**config.mk**
```make
export PLATFORM = sky130hd
export DESIGN_NAME = id_ex_ctrl_stage
export DESIGN_NICKNAME = d
export VERILOG_FILES = /design/src/rtl/ctrl_defs.sv /design/src/rtl/mul_hold_fsm.sv /design/src/rtl/id_ex_ctrl_stage.sv
export SDC_FILE = /design/constraint.sdc
export NUM_CORES = 1
export LEC_CHECK = 0
export CAP_MARGIN = 10
export CORE_AREA = 2 2 61 52
export DETAILED_ROUTE_END_ITERATION = 10
export DIE_AREA = 0 0 63 54
export GPL_TIMING_DRIVEN = 0
export PLACE_DENSITY = 0.64
export SYNTH_ARGS = -nofsm -noshare
export SYNTH_HDL_FRONTEND = slang
export SYNTH_HIERARCHICAL = 1
export SYNTH_SLANG_ARGS = --single-unit
```
**constraint.sdc**
```tcl
create_clock -name clk -period 2 [get_ports clk]
set_clock_uncertainty 0.05 [all_clocks]
set_input_delay 0.2 -clock clk [delete_from_list [all_inputs] [get_ports clk]]
set_output_delay 0.2 -clock clk [all_outputs]
set_load 0.05 [all_outputs]
```
**src/rtl/ctrl_defs.sv**
```systemverilog
// Shared control encodings for the decode/execute boundary: opcodes, ALUOp codes,
// MUL detection constants, the multiply-hold FSM states and the ID/EX control bundle.
package ctrl_defs;

    localparam logic [6:0] OP_ALU_R     = 7'b0110011;
    localparam logic [6:0] OP_ALU_I     = 7'b0010011;
    localparam logic [6:0] OP_LOAD      = 7'b0000011;
    localparam logic [6:0] OP_STORE     = 7'b0100011;
    localparam logic [6:0] OP_BRANCH_EQ = 7'b1100011;
    localparam logic [6:0] OP_JUMP      = 7'b1101111;

    localparam logic [6:0] FUNCT7_MUL   = 7'b0000001;

    typedef enum logic [1:0] {
        ALUOP_ADD    = 2'b00,
        ALUOP_SUB    = 2'b01,
        ALUOP_R_TYPE = 2'b10
    } alu_op_e;

    typedef enum logic {
        MUL_IDLE = 1'b0,
        MUL_BUSY = 1'b1
    } mul_state_e;

    typedef struct packed {
        alu_op_e alu_op;
        logic    reg_dst;
        logic    branch;
        logic    mem_read;
        logic    mem_2_reg;
        logic    mem_write;
        logic    alu_src;
        logic    reg_write;
        logic    jump;
        logic    is_mul;
    } ctrl_t;

endpackage

```
**src/rtl/mul_hold_fsm.sv**
```systemverilog
// Tracks how long a MUL has sat in EX and asserts mul_hold until its final cycle.
// The first EX cycle is covered combinationally from ex_is_mul; the counter covers the rest.
module mul_hold_fsm
    import ctrl_defs::*;
#(
    parameter int MUL_LATENCY = 3
) (
    input  logic clk,
    input  logic rst,
    input  logic flush,
    input  logic ex_is_mul,
    output logic mul_hold
);

    localparam int CNT_W = $clog2(MUL_LATENCY);
    localparam logic [CNT_W-1:0] CNT_INIT = CNT_W'(MUL_LATENCY - 2);

    mul_state_e       state_q;
    logic [CNT_W-1:0] cnt_q;

    always_ff @(posedge clk) begin
        if (rst || flush) begin
            state_q <= MUL_IDLE;
            cnt_q   <= '0;
        end else begin
            case (state_q)
                MUL_IDLE: begin
                    if (ex_is_mul) begin
                        state_q <= MUL_BUSY;
                        cnt_q   <= CNT_INIT;
                    end
                end
                MUL_BUSY: begin
                    if (cnt_q != '0) begin
                        cnt_q <= cnt_q - 1'b1;
                    end else begin
                        state_q <= MUL_IDLE;
                    end
                end
                default: begin
                    state_q <= MUL_IDLE;
                    cnt_q   <= '0;
                end
            endcase
        end
    end

    // Released on the last EX cycle so the result is consumed while ID/EX reloads.
    assign mul_hold = ((state_q == MUL_IDLE) && ex_is_mul) ||
                      ((state_q == MUL_BUSY) && (cnt_q != '0));

endmodule

```
**src/rtl/id_ex_ctrl_stage.sv**
```systemverilog
// ID/EX control register with load-use bubble insertion, multi-cycle MUL hold and
// flush squash; drives the front-end enables and the EX/MEM bubble request.
module id_ex_ctrl_stage
    import ctrl_defs::*;
#(
    parameter int MUL_LATENCY = 3,
    parameter int REG_ADDR_W  = 5
) (
    input  logic                  clk,
    input  logic                  rst,
    input  logic [1:0]            id_alu_op,
    input  logic                  id_reg_dst,
    input  logic                  id_branch,
    input  logic                  id_mem_read,
    input  logic                  id_mem_2_reg,
    input  logic                  id_mem_write,
    input  logic                  id_alu_src,
    input  logic                  id_reg_write,
    input  logic                  id_jump,
    input  logic                  id_is_mul,
    input  logic [REG_ADDR_W-1:0] id_rs1,
    input  logic [REG_ADDR_W-1:0] id_rs2,
    input  logic [REG_ADDR_W-1:0] id_rd,
    input  logic                  flush,
    output logic [1:0]            ex_alu_op,
    output logic                  ex_reg_dst,
    output logic                  ex_branch,
    output logic                  ex_mem_read,
    output logic                  ex_mem_2_reg,
    output logic                  ex_mem_write,
    output logic                  ex_alu_src,
    output logic                  ex_reg_write,
    output logic                  ex_jump,
    output logic                  ex_is_mul,
    output logic [REG_ADDR_W-1:0] ex_rd,
    output logic                  pc_write,
    output logic                  if_id_write,
    output logic                  mul_hold,
    output logic                  ex_mem_bubble
);

    ctrl_t                 id_ctrl;
    ctrl_t                 ctrl_q, ctrl_d;
    logic [REG_ADDR_W-1:0] rd_q, rd_d;
    logic                  luse;
    logic                  stall;

    assign id_ctrl = '{
        alu_op:    alu_op_e'(id_alu_op),
        reg_dst:   id_reg_dst,
        branch:    id_branch,
        mem_read:  id_mem_read,
        mem_2_reg: id_mem_2_reg,
        mem_write: id_mem_write,
        alu_src:   id_alu_src,
        reg_write: id_reg_write,
        jump:      id_jump,
        is_mul:    id_is_mul
    };

    mul_hold_fsm #(
        .MUL_LATENCY(MUL_LATENCY)
    ) u_mul_hold_fsm (
        .clk      (clk),
        .rst      (rst),
        .flush    (flush),
        .ex_is_mul(ctrl_q.is_mul),
        .mul_hold (mul_hold)
    );

    // rs2 is compared even for I-types; the occasional extra stall is harmless.
    assign luse  = ctrl_q.mem_read && (rd_q != '0) &&
                   ((rd_q == id_rs1) || (rd_q == id_rs2));
    assign stall = mul_hold || luse;

    always_comb begin
        ctrl_d = ctrl_q;
        rd_d   = rd_q;
        if (flush) begin
            ctrl_d = '0;
            rd_d   = '0;
        end else if (mul_hold) begin
            ctrl_d = ctrl_q;
            rd_d   = rd_q;
        end else if (luse) begin
            ctrl_d = '0;
            rd_d   = '0;
        end else begin
            ctrl_d = id_ctrl;
            rd_d   = id_rd;
        end
    end

    always_ff @(posedge clk) begin
        if (rst) begin
            ctrl_q <= '0;
            rd_q   <= '0;
        end else begin
            ctrl_q <= ctrl_d;
            rd_q   <= rd_d;
        end
    end

    // A redirect must reach the PC even while the pipe is stalled.
    assign pc_write      = flush || !stall;
    assign if_id_write   = !flush && !stall;
    assign ex_mem_bubble = mul_hold && !flush;

    assign ex_alu_op    = ctrl_q.alu_op;
    assign ex_reg_dst   = ctrl_q.reg_dst;
    assign ex_branch    = ctrl_q.branch;
    assign ex_mem_read  = ctrl_q.mem_read;
    assign ex_mem_2_reg = ctrl_q.mem_2_reg;
    assign ex_mem_write = ctrl_q.mem_write;
    assign ex_alu_src   = ctrl_q.alu_src;
    assign ex_reg_write = ctrl_q.reg_write;
    assign ex_jump      = ctrl_q.jump;
    assign ex_is_mul    = ctrl_q.is_mul;
    assign ex_rd        = rd_q;

endmodule
```
; ---- Yosys cells after proc, flatten, opt, wreduce, memory -nomap -nowiden
; Index checks and enable logic that the tools add are counted.
[totals]
out_inout_bits = 20
register_bits = 19
input_bits = 29
elab_cells = 44
[classes]
bitwise_logic = 1
reduce_logical = 17
n_addsub = 1
muxes = 8
eq_ne = 4
[ops]
columns = op, n
row1 = $mux 11, 1
row2 = $eq 5x5->1, 2
row3 = $logic_and 1x1->1, 6
row4 = $logic_or 1x1->1, 5
row5 = $mux 5, 1
row6 = $reduce_bool 5->1, 1
row7 = $mux 2, 2
row8 = $ne 2x2->1 const B, 2
row9 = $pmux 2 s2, 1
row10 = $logic_not 1->1, 2
row11 = $mux 1, 2
row12 = $pmux 1 s2, 1
row13 = $reduce_and 2->1, 1
row14 = $reduce_bool 2->1, 1
row15 = $reduce_or 2->1, 1
row16 = $sub 2x1->2 const B, 1
row17 = $not 1->1, 1

; ---- Depth between registers and ports, before layout
[depth]
word_depth = 6
ltp_mapped = 7

; ---- Modules after synthesis
; The synthesis kept the hierarchy.
[by_module_without_submodules]
columns = module, cells_each, area_each_um2, seq_area_each_um2, n_inst
row1 = id_ex_ctrl_stage, 58, 659.4, 320.3, 1
row2 = mul_hold_fsm, 15, 140.1, 60.1, 1

; ---- Worst setup path before layout
; No wires, ideal clock.
[synth_path]
path_kind = reg-to-output
startpoint = register rd_q[1] (netlist: ex_rd[1])
endpoint = output port if_id_write
required_ps = 1750
arrival_ps = 2364
path_buffers = 0
setup_slack_ps = -614
stages_incl_launch_ff = 5
path_cell_list = dfxtp_1 -> or4_1 -> o21ai_2 -> nor2_1 -> nor3_1
[synth_via]
elab_chain_cells = 6
elab_cells_between_ends = 9
classes_between = 2 x eq/ne / 7 x reduce/logical
[synth_lines]
columns = element, line
row1 = "start, declared", id_ex_ctrl_stage.sv:44  ; logic [REG_ADDR_W-1:0] rd_q, rd_d;
row2 = "start signal, assigned", id_ex_ctrl_stage.sv:100  ; rd_q <= rd_d;
row3 = $eq 5x5->1 / $reduce_bool 5->1 (equally long branches), "id_ex_ctrl_stage.sv:73, id_ex_ctrl_stage.sv:72"
row4 = $logic_or 1x1->1 / $logic_and 1x1->1 (equally long branches), "id_ex_ctrl_stage.sv:73, id_ex_ctrl_stage.sv:72"
row5 = $logic_and 1x1->1 (*), id_ex_ctrl_stage.sv:72  ; assign luse = ctrl_q.mem_read && (rd_q != '0) &&
row6 = $logic_or 1x1->1 (*), id_ex_ctrl_stage.sv:74  ; assign stall = mul_hold || luse;
row7 = $logic_not 1->1 (*), id_ex_ctrl_stage.sv:106  ; assign if_id_write = !flush && !stall;
row8 = $logic_and 1x1->1 (*), id_ex_ctrl_stage.sv:106
row9 = "end, declared", id_ex_ctrl_stage.sv:37  ; output logic if_id_write,
; Mark *: on every way between the ends. The rest lies on a longest branch, timed or not.

; ---- Worst setup path in the final report
; Same ends and word-level chain as after synthesis.

==> results.tsv <==
metric	value	unit
status	complete, no violations	
Yosys cell types	24	
root buf cell	clkbuf_4	
WL met1	916	um
number of global-route vias before repair	756	
fin nets	164	
post-synth top area share	47.6	%
slew margin rel.	66.1	%
max layer used	met4	
area leader, netlist	dfxtp_1	
Routed Antenna Nets	0	
syn_nets	103	
Die Wd	63	um
Setup-failing EPs final	0	
global-route wire length before repair	3280	um
row count	18	
clk sink count	19	
fraction of registers with async set/reset	0	%
drt pass-1 iters	4	
CP max-delay cell	or4_4	
initial antenna violation count	0	
WL final	2030	um
RSZ-0062 raised after global routing	true	
worst vdd ir	0.403	mV
Post-Syn Area	800	um2
crit end category	primary output	
Seq/Total Area, Yosys	47.6	%
Max-Cap Viols	0	
WP data arrival	1.72	ns
CP Max Fanout	3	
RD Place Congestion	0.692	
total of fill cells in the finished design	271	
Post-Synthesis Mean Instance Area	11.0	um2
Global Route Usage Sum	12.5	%
TritonCTS buffer count	3	
die extent in y	54	um
Syn. warnings	6	
full die area	3400	um2
H-tree depth	1	
Synth Flop Type	dfxtp_1	
IO buf count	48	
max reg flops	5	
vias after detailed routing	765	
Core Area	2860	um2
Residual DRC	0	
Worst Tran Pin Value	0.507	ns
largest net degree at the start of global routing	12	
met3 wire length	140	um
metal2 WL	956	um
DR WL/cell	11.7	um
CTS clk-pin slew, worst paths	0.10	ns
most common cell after layout, fill and taps aside	clkdlybuf4s50_1	
Worst Slack Setup Final	0.0280	ns
Pleak	0.605	nW
final setup TNS	0	ns
pre-CTS setup slack	-0.536	ns
Post-synth EDFFs	0	
worst skew pair latency	0.28	ns
Period Utilization, post-route	98.6	%
final hold viol count	0	
slowest cell delay on critical path	0.55	ns
# IOs	49	
PwrDens	565	nW/um2
most frequent cells in the layout	clkdlybuf4s50_1 (44), a22o_1 (15), dfxtp_1 (14), xor2_1 (10), buf_4 (8)	
Seq cells post-synth	19	
min Tclk post-route	1.97	ns
Req. time, crit path	1.75	ns
startpoint types	flip-flop	
total global routing overflow	0	
Syn Inst Count	73	
share of layout cells above drive strength 1	27.1	%
Max Root-Sink Buffers	2	
FMAX	507	MHz
n_diodes	0	
dpl hpwl	1490	um
CTS tree	done	
Synth area leaders	dfxtp_1 (48%), a22o_1 (16%), xor2_1 (11%)	
Initial Utilization	28.0	%
CP cell instances	or4_4 > o21ai_4 > nor2_4 > nor3_4 > buf_6	
via count normalized by instance count	4.42	
final core utilization	52.4	%
Layout Area Growth over Synthesis	87.5	%
Hold Path Class	reg2reg	
Max Slew Vio Count	0	
1st-iter DRT viols	6	
Setup CP Type	reg2out	
[cell type report]
class	instances	area, um2	share of cell area [%]
Timing Repair Buffer	56	537	35.8
Multi-Input combinational cell	50	465	31.1
Sequential cell	19	392	26.1
Tap cell	40	50.0	3.34
Clock inverter	1	5.00	0.334
Clock buffer	3	22.5	1.50
Buffer	2	20.0	1.34
Inverter	2	7.51	0.501
[layer usage]
| layer | vias up | global-route usage [%] |
|---|---|---|
| met1 | 342 | 14.4 |
| met5 | - | 0 |
| li1 | 391 | - |
| met4 | 0 | 5.56 |
| met3 | 2 | 3.35 |
| met2 | 30 | 22.3 |
[worst paths after layout]
path / slack, ns / to / depth (start not counted) / startpoint
worst max register to register: 0.17 / ex_alu_op[0] / 7 / ex_rd[1]
worst max-delay path: 0.03 / if_id_write / 5 / ex_rd[1]
worst min-delay path: 0.44 / u_mul_hold_fsm/cnt_q[1] / 2 / u_mul_hold_fsm/cnt_q[1]
worst min register to register: 0.44 / u_mul_hold_fsm/cnt_q[1] / 2 / u_mul_hold_fsm/cnt_q[1]
[where the power goes]
group          internal (W)  switching, W
logic              0.000127      0.000128
registers          0.000394     0.0000154
clock network     0.0000742      0.000109
total              0.000595      0.000252
[synthesized netlist by cell type, types with 2 or more instances]
master and n:
xor2_1 10, nand3b_1 2, a22o_1 15, inv_1 2
dfxtp_1 19, nor2_1 4, nor3_1 4
[per-stage QoR]
step	hold slack [ns]	cells	area [um2]	power, W
2_1_floorplan	0.276	73	846	0.000546
3_3_place_gp	0.407	161	1380	0.000653
3_5_place_dp	0.418	161	1380	0.000655
6_report	0.436	173	1500	0.000847
4_1_cts	0.436	172	1480	0.000857
5_1_grt	0.431	173	1500	0.000894
[cells by family after synthesis]
logic type	count (synthesis)	synth area share [%]
adder cells (fa/ha/maj)	1	1.56
flip-flops	19	47.6
buffers and inverters	4	3.29
AO/OA/AOI/OAI	23	25.7
XOR/XNOR	10	11.0
AND/OR/NAND/NOR	16	11.0
[critical path, delay by kind of cell, from the launching register on]
kind                   cells  cell delay, ns
buffers and inverters      1            0.18
AO/OA/AOI/OAI              1            0.17
AND/OR/NAND/NOR            3            0.73
flip-flops                 1            0.36
[repair_timing]
| item | CTS | global route |
|---|---|---|
| endpoints found under the setup margin | 4 | 4 |
| resized for setup | 26 | 9 |
| setup buffers | 7 | 1 |
| pin swaps | 2 | 1 |
| hold buffers | 0 | 0 |
| gates cloned | 0 | 0 |
Note: power is estimated with default switching activity, not from simulation.
